`src/rtl/msrv32_pkg.sv`:
```
// Shared constants and types for the msrv32 integer register file.
// The optional write-to-read bypass is enabled by defining MSRV32_RF_BYPASS_EN.
package msrv32_pkg;

  localparam int XLEN     = 32;
  localparam int NUM_REGS = 32;
  localparam int ADDR_W   = $clog2(NUM_REGS);

  typedef logic [ADDR_W-1:0] reg_addr_t;
  typedef logic [XLEN-1:0]   xlen_t;

  localparam reg_addr_t ZERO_REG = 5'd0;

endpackage

```
`src/rtl/msrv32_rf_read_port.sv`:
```
// One asynchronous read port: x0 zero-detect and array read, plus the
// write-to-read bypass when MSRV32_RF_BYPASS_EN is defined.
module msrv32_rf_read_port
  import msrv32_pkg::*;
(
  input  logic [XLEN-1:0]   rf [NUM_REGS],
  input  logic [ADDR_W-1:0] rs_addr,
`ifdef MSRV32_RF_BYPASS_EN
  input  logic              rst,
  input  logic              wr_en,
  input  logic [ADDR_W-1:0] rd_addr,
  input  logic [XLEN-1:0]   rd_data,
`endif
  output logic [XLEN-1:0]   rs_data
);

  // Read mux; a non-zero rs_addr equal to rd_addr also implies rd_addr is non-zero
  always_comb begin
    rs_data = '0;
    if (rs_addr == ZERO_REG) begin
      rs_data = '0;
    end
`ifdef MSRV32_RF_BYPASS_EN
    else if (!rst && wr_en && (rd_addr == rs_addr)) begin
      rs_data = rd_data;
    end
`endif
    else begin
      rs_data = rf[rs_addr];
    end
  end

endmodule

```
`src/rtl/msrv32_integer_file.sv`:
```
// Architectural integer register file: two combinational read ports, one
// synchronous write port, x0 hardwired to zero. Bypass macro: MSRV32_RF_BYPASS_EN.
module msrv32_integer_file
  import msrv32_pkg::*;
(
  input  logic              ms_riscv32_mp_clk_in,
  input  logic              ms_riscv32_mp_rst_in,
  input  logic [ADDR_W-1:0] rs_1_addr_in,
  input  logic [ADDR_W-1:0] rs_2_addr_in,
  input  logic [ADDR_W-1:0] rd_addr_in,
  input  logic              wr_en_in,
  input  logic [XLEN-1:0]   rd_in,
  output logic [XLEN-1:0]   rs_1_out,
  output logic [XLEN-1:0]   rs_2_out
);

  xlen_t rf_r [NUM_REGS];

  // Storage update: reset clears every entry and wins over a same-edge write
  always_ff @(posedge ms_riscv32_mp_clk_in) begin
    if (ms_riscv32_mp_rst_in) begin
      for (int i = 0; i < NUM_REGS; i++) begin
        rf_r[i] <= '0;
      end
    end else if (wr_en_in && (rd_addr_in != ZERO_REG)) begin
      rf_r[rd_addr_in] <= rd_in;
    end
  end

  msrv32_rf_read_port u_read_port_1 (
    .rf      (rf_r),
    .rs_addr (rs_1_addr_in),
`ifdef MSRV32_RF_BYPASS_EN
    .rst     (ms_riscv32_mp_rst_in),
    .wr_en   (wr_en_in),
    .rd_addr (rd_addr_in),
    .rd_data (rd_in),
`endif
    .rs_data (rs_1_out)
  );

  msrv32_rf_read_port u_read_port_2 (
    .rf      (rf_r),
    .rs_addr (rs_2_addr_in),
`ifdef MSRV32_RF_BYPASS_EN
    .rst     (ms_riscv32_mp_rst_in),
    .wr_en   (wr_en_in),
    .rd_addr (rd_addr_in),
    .rd_data (rd_in),
`endif
    .rs_data (rs_2_out)
  );

endmodule

```
`config.mk`:
```
export PLATFORM = sky130hd
export DESIGN_NAME = msrv32_integer_file
export DESIGN_NICKNAME = d
export VERILOG_FILES = /design/src/rtl/msrv32_pkg.sv /design/src/rtl/msrv32_rf_read_port.sv /design/src/rtl/msrv32_integer_file.sv
export SDC_FILE = /design/constraint.sdc
export NUM_CORES = 2
export LEC_CHECK = 0
export ABC_CLOCK_PERIOD_IN_PS = 7600
export BUFFER_PORTS_ARGS = -buffer_cell sky130_fd_sc_hd__buf_2
export CAP_MARGIN = 20
export CORE_UTILIZATION = 40
export CTS_BUF_LIST = sky130_fd_sc_hd__clkbuf_4 sky130_fd_sc_hd__clkbuf_8
export DETAILED_ROUTE_END_ITERATION = 16
export PLACE_DENSITY = 0.56
export RECOVER_POWER = 100
export SLEW_MARGIN = 20
export SYNTH_ARGS = -nofsm -noshare
export SYNTH_HDL_FRONTEND = slang
export SYNTH_SLANG_ARGS = --single-unit
```
`constraint.sdc`:
```
create_clock -name ms_riscv32_mp_clk_in -period 7.6 [get_ports ms_riscv32_mp_clk_in]
set_clock_uncertainty 0.05 [all_clocks]
set_input_delay 2.28 -clock ms_riscv32_mp_clk_in [delete_from_list [all_inputs] [get_ports ms_riscv32_mp_clk_in]]
set_output_delay 2.28 -clock ms_riscv32_mp_clk_in [all_outputs]
set_load 0.005 [all_outputs]
```
---- After elaboration in Yosys (flattened, before gate mapping) ----
Cells that the tools add are included.
word-level totals
  register bits ........................... 1,024
  bits of input ports ..................... 50
  output and inout bits ................... 64
  logic and storage cells ................. 55
cells by class
  order comparisons ....................... 4
  muxes and demuxes ....................... 11
  bitwise gates (word level) .............. 3
  reductions and logical operators ........ 5
operator list
  operator              number
  $bwmux W1024          1
  $bmux W32 S5          2
  $mux W32              7
  $demux W32 S5         1
  $ge A6 B6 Y1 const B  3
  $not A5 Y6            3
  $logic_not A5 Y1      2
  $lt A6 B1 Y1 const B  1
  $reduce_bool A5 Y1    1
  $logic_and A1 B1 Y1   2

---- Logic depth before layout (Yosys ltp) ----
  depth after elaboration ................. 6
  gate-level depth with buffers ........... 9
  gate-level depth less buffers ........... 4

---- Hierarchy ----
From an unflattened synthesis, not the netlist that was laid out.
second synthesis, totals
  cell total of the unflattened synthesis .. 4,760
  area total of the unflattened synthesis .. 55,599.6 um2
modules (own cells, without submodules)
  module               times used  cells an instance  area each (um2)  sequential area each (um2)
  msrv32_integer_file  1           3,432              38,863.5         20,499.7
  msrv32_rf_read_port  2           664                8,368.0          0.0

---- Worst setup path after synthesis ----
No wires, ideal clock.
  path kind ............................... in2out
  from .................................... in rs_1_addr_in[0]
  to ...................................... out rs_1_out[15]
  arrival time ............................ 3,706 ps
  data required time ...................... 5,270 ps
  setup slack ............................. 1,564 ps
  stages on the path ...................... 7
  path buffers ............................ 4
  path through ............................ buf_6 -> buf_12 -> buf_8 -> buf_2 -> mux4_2 -> o21ai_1 -> a31oi_1
on the way
  word-level cells in the longest chain between the ends .. 5
  elaborated cells between the ends (all ways) .. 6
  classes of those cells .................. 4 x mux; 1 x bitwise; 1 x reduce/logical
RTL lines
  item                                         RTL line                   source
  start: declaration                           msrv32_integer_file.sv:8   input logic [ADDR_W-1:0] rs_1_addr_in,
  $not A5 Y6 (not written as such)             msrv32_rf_read_port.sv:29  rs_data = rf[rs_addr];
  $bmux W32 S5                                 msrv32_rf_read_port.sv:29
  $mux W32 (not written as such) (2 in a row)  msrv32_rf_read_port.sv:29
  $mux W32 (*)                                 msrv32_rf_read_port.sv:20  if (rs_addr == ZERO_REG) begin
  end: declaration                             msrv32_integer_file.sv:13  output logic [XLEN-1:0] rs_1_out,
Every way passes the cells marked *; elsewhere a longest branch is shown, timed or not. The select of a mux whose other input is x is not followed.

---- Worst setup path after layout ----
  from .................................... in rs_1_addr_in[3]
  to ...................................... out rs_1_out[12]
Same word-level chain as after synthesis.

==> impl_metrics.py <==
metrics = {
    "cts": {
        "cts_buffer_depth": 3,
        "cts-root-buf": "clkbuf_8",
        "ctsResizeCount": 0,
        "cts.sinks": 1024,
        "cts_tree": "built",
        "htreeDepth": 4,
        "postCtsSetupRepairBufs": 0,
        "ctsHoldBuffers": 0,
        "cts-buffers-inserted": 174,
        "clk_latency_ps": 900,
        "path_clk_slew_ps": 50,
    },
    "worst_setup_path": {
        "r2r_slack_ps": 6720,
        "cp-end-kind": "output pin",
        "worstPathArrival_ps": 5290,
        "criticalPathCategory": "in -> out",
        "required_ps": 5270,
        "start_kind": "input pin",
        "critPathMaxFanout": 27,
    },
    "global_routing": {
        "grt_usage_pct": 31.9,
        "grt_max_degree": 183,
        "overflow": 0,
        "grt_pass1_vias": 43907,
        "grt_antenna_before_repair": 10,
        "grt_pass1_wl_um": 309000,
    },
    "sta": {
        "worst_slack_ps": -17.3,
        "finalHoldViolCount": 0,
        "rsz0062_at_grt": "no",
        "maxSlewHeadroom_pct": -242,
        "fin_crit_ps": 7620,
        "setup_viol": 1,
        "fmax_mhz": 131,
        "drv_slew": 339,
        "tightest_slew_ps": 5130,
        "layout_worst_path_cycle_share_pct": 100,
        "holdWs_ps": 413,
    },
    "power_and_ir_drop": {
        "p_sw_share_pct": 27.2,
        "peakVddDrop_uv": 133,
        "switchingPower_mw": 3.22,
        "p_seq_share_pct": 45.9,
        "power_mw": 11.8,
        "clkPwrFrac_pct": 45.2,
        "internal_power_mw": 8.63,
        "comb_power_share_pct": 8.9,
        "p_leak_nw": 18.5,
        "pwr_density_cell_nw_per_um2": 207,
    },
    "layout": {
        "syn_to_final_growth_pct": 10.6,
        "largest_reg_flops": 1024,
        "top_regs": "rf_r (1024)",
        "final.fill_count": 12344,
        "drive_gt1_share_pct": 19.2,
        "fin_area_um2": 57300,
        "seqCellArea_um2": 20500,
        "multi_input_area_um2": 28700,
        "largest_register": "rf_r",
        "num-nets-final": 5726,
    },
    "placed_design": {
        "place_area_um2": 53700,
        "numPortBuffers": 113,
        "gp_congestion": 0.911,
        "place_hpwl_um": 123000,
    },
    "yosys": {
        "synth_area_leader_cell": "dfxtp_1",
        "synthCells": 5833,
        "yosysWarnings": 0,
        "synth_most_common_cell": "nand2_1",
        "synth-seq-area-share_pct": 39.6,
        "synthTopCellsByArea": "dfxtp_1 40%, mux4_2 19%, nand2_1 15%",
        "syn-cell-area_um2": 51800,
        "synth_seq_cells": 1024,
        "ys.flop_type": "dfxtp_1",
        "synth_commonest_cells": "2048 x nand2_1, 1024 x dfxtp_1, 992 x a21oi_1, 448 x mux4_2, 397 x clkbuf_1",
        "synth_top_area_share_pct": 39.6,
        "yosysUniqueCellTypes": 42,
        "synthArstFlopShare_pct": 0,
        "synth_edf_count": 0,
        "syn-num-nets": 5883,
        "syn_area_per_cell_um2": 8.88,
    },
    "drt": {
        "num_vias": 46699,
        "wl_per_cell_um": 28.3,
        "detail_route.vias_per_cell": 6.19,
        "drt_wl_total_um": 213000,
        "drc_errors": 0,
        "final_antenna_net_count": 0,
        "first_pass_iters": 8,
        "first_iter_violations": 6650,
    },
    "die": {
        "initial_core_util_pct": 40.5,
        "core-area_um2": 128000,
        "die_area_um2": 131000,
        "boundaryPins": 114,
        "rows": 131,
        "die_x_um": 362,
        "die_y_um": 362,
    },
    "run": {
        "cap_violations": 3,
    },
    "outcome": {
        "outcome": "complete, but fails checks",
        "violations": "capacitance limit, slew limit, setup timing",
    },
    "min_path": {
        "hold_class": "reg -> reg",
    },
}
-- metal layers --
layer / global-route usage, % / wire (µm) / up-vias
li1: - / - / 20136
met1: 42.4 / 83400 / 22988
met2: 48.3 / 94600 / 2936
met3: 7.46 / 23900 / 633
met4: 16.7 / 11500 / 6
met5: 0 / 34 / -
-- critical path: stages --
cell      delay (ps)
buf_2            260
nor2_4           170
and3b_1         1520
clkbuf_2         480
a221o_1          260
a31oi_1          120
clkbuf_1         160
-- metrics by stage --
| stage | std cells | worst slack, ps | TNS (ps) | utilization [%] |
|---|---|---|---|---|
| 3_5_place_dp | 7229 | 310 | 0 | 42.0 |
| 5_1_grt | 7543 | 45.7 | 0 | 44.8 |
| 4_1_cts | 7538 | 300 | 0 | 44.9 |
| 6_report | 7545 | -17.3 | -17.3 | 44.8 |
| 2_1_floorplan | 5833 | 1560 | 0 | - |
| 3_3_place_gp | 7229 | 244 | 0 | 42.0 |
-- layout by cell type, fill, tap and decap left out, types with 7 or more instances in the layout --
master,n
buf_2,63
a31oi_1,32
o21ai_1,26
buf_4,133
clkinv_2,19
nand2_1,2023
diode_2,7
clkbuf_1,44
clkbuf_8,225
and2_2,8
inv_6,7
a221oi_1,45
o21ai_0,51
mux2i_1,192
a22oi_1,64
clkbuf_2,9
mux2_2,32
a311oi_1,32
a211oi_1,32
nor2_4,19
nand2_2,25
nor2b_1,66
mux4_2,448
buf_12,30
o2111ai_1,19
a21oi_1,992
dfxtp_1,1024
clkbuf_4,53
a221o_1,32
-- path summary, 6_finish.rpt --
path / endpoint / cells after the start / start
worst max-delay path: rs_1_out[12] / 7 / rs_1_addr_in[3]
worst min-delay path: rf_r[104] / 2 / rf_r[104]
worst max register to register: rf_r[500] / 2 / rf_r[500]
worst min register to register: rf_r[104] / 2 / rf_r[104]
-- power groups by stage --
stage | clock, mW | sequential, mW | combinational (mW)
after floorplan | 0 | 5.54 | 0.636
after global placement | 0 | 5.55 | 1.03
after detailed placement | 0 | 5.55 | 1.04
after CTS | 5.39 | 5.44 | 1.04
after global routing | 5.64 | 5.44 | 1.09
final | 5.35 | 5.44 | 1.06
-- cells by family (layout without fill, tap and decap cells) --
kind of cell,count (synthesis),in the layout,synth area share [%]
AO/OA/AOI/OAI,1325,1325,14.4
buffers and inverters,624,600,5.63
flip-flops,1024,1024,39.6
multiplexers,672,672,23.9
other,0,7,0
AND/OR/NAND/NOR,2188,2188,16.5
-- area by class of cell --
type	count	area share [%]
Tap cell	1729	3.78
Timing Repair Buffer	289	3.92
Inverter	2	0.0218
Antenna cell	7	0.0306
Clock inverter	32	0.358
Clock buffer	277	6.09
Sequential cell	1024	35.8
Multi-Input combinational cell	4185	50.0
Note: power is estimated with default switching activity, not from simulation.
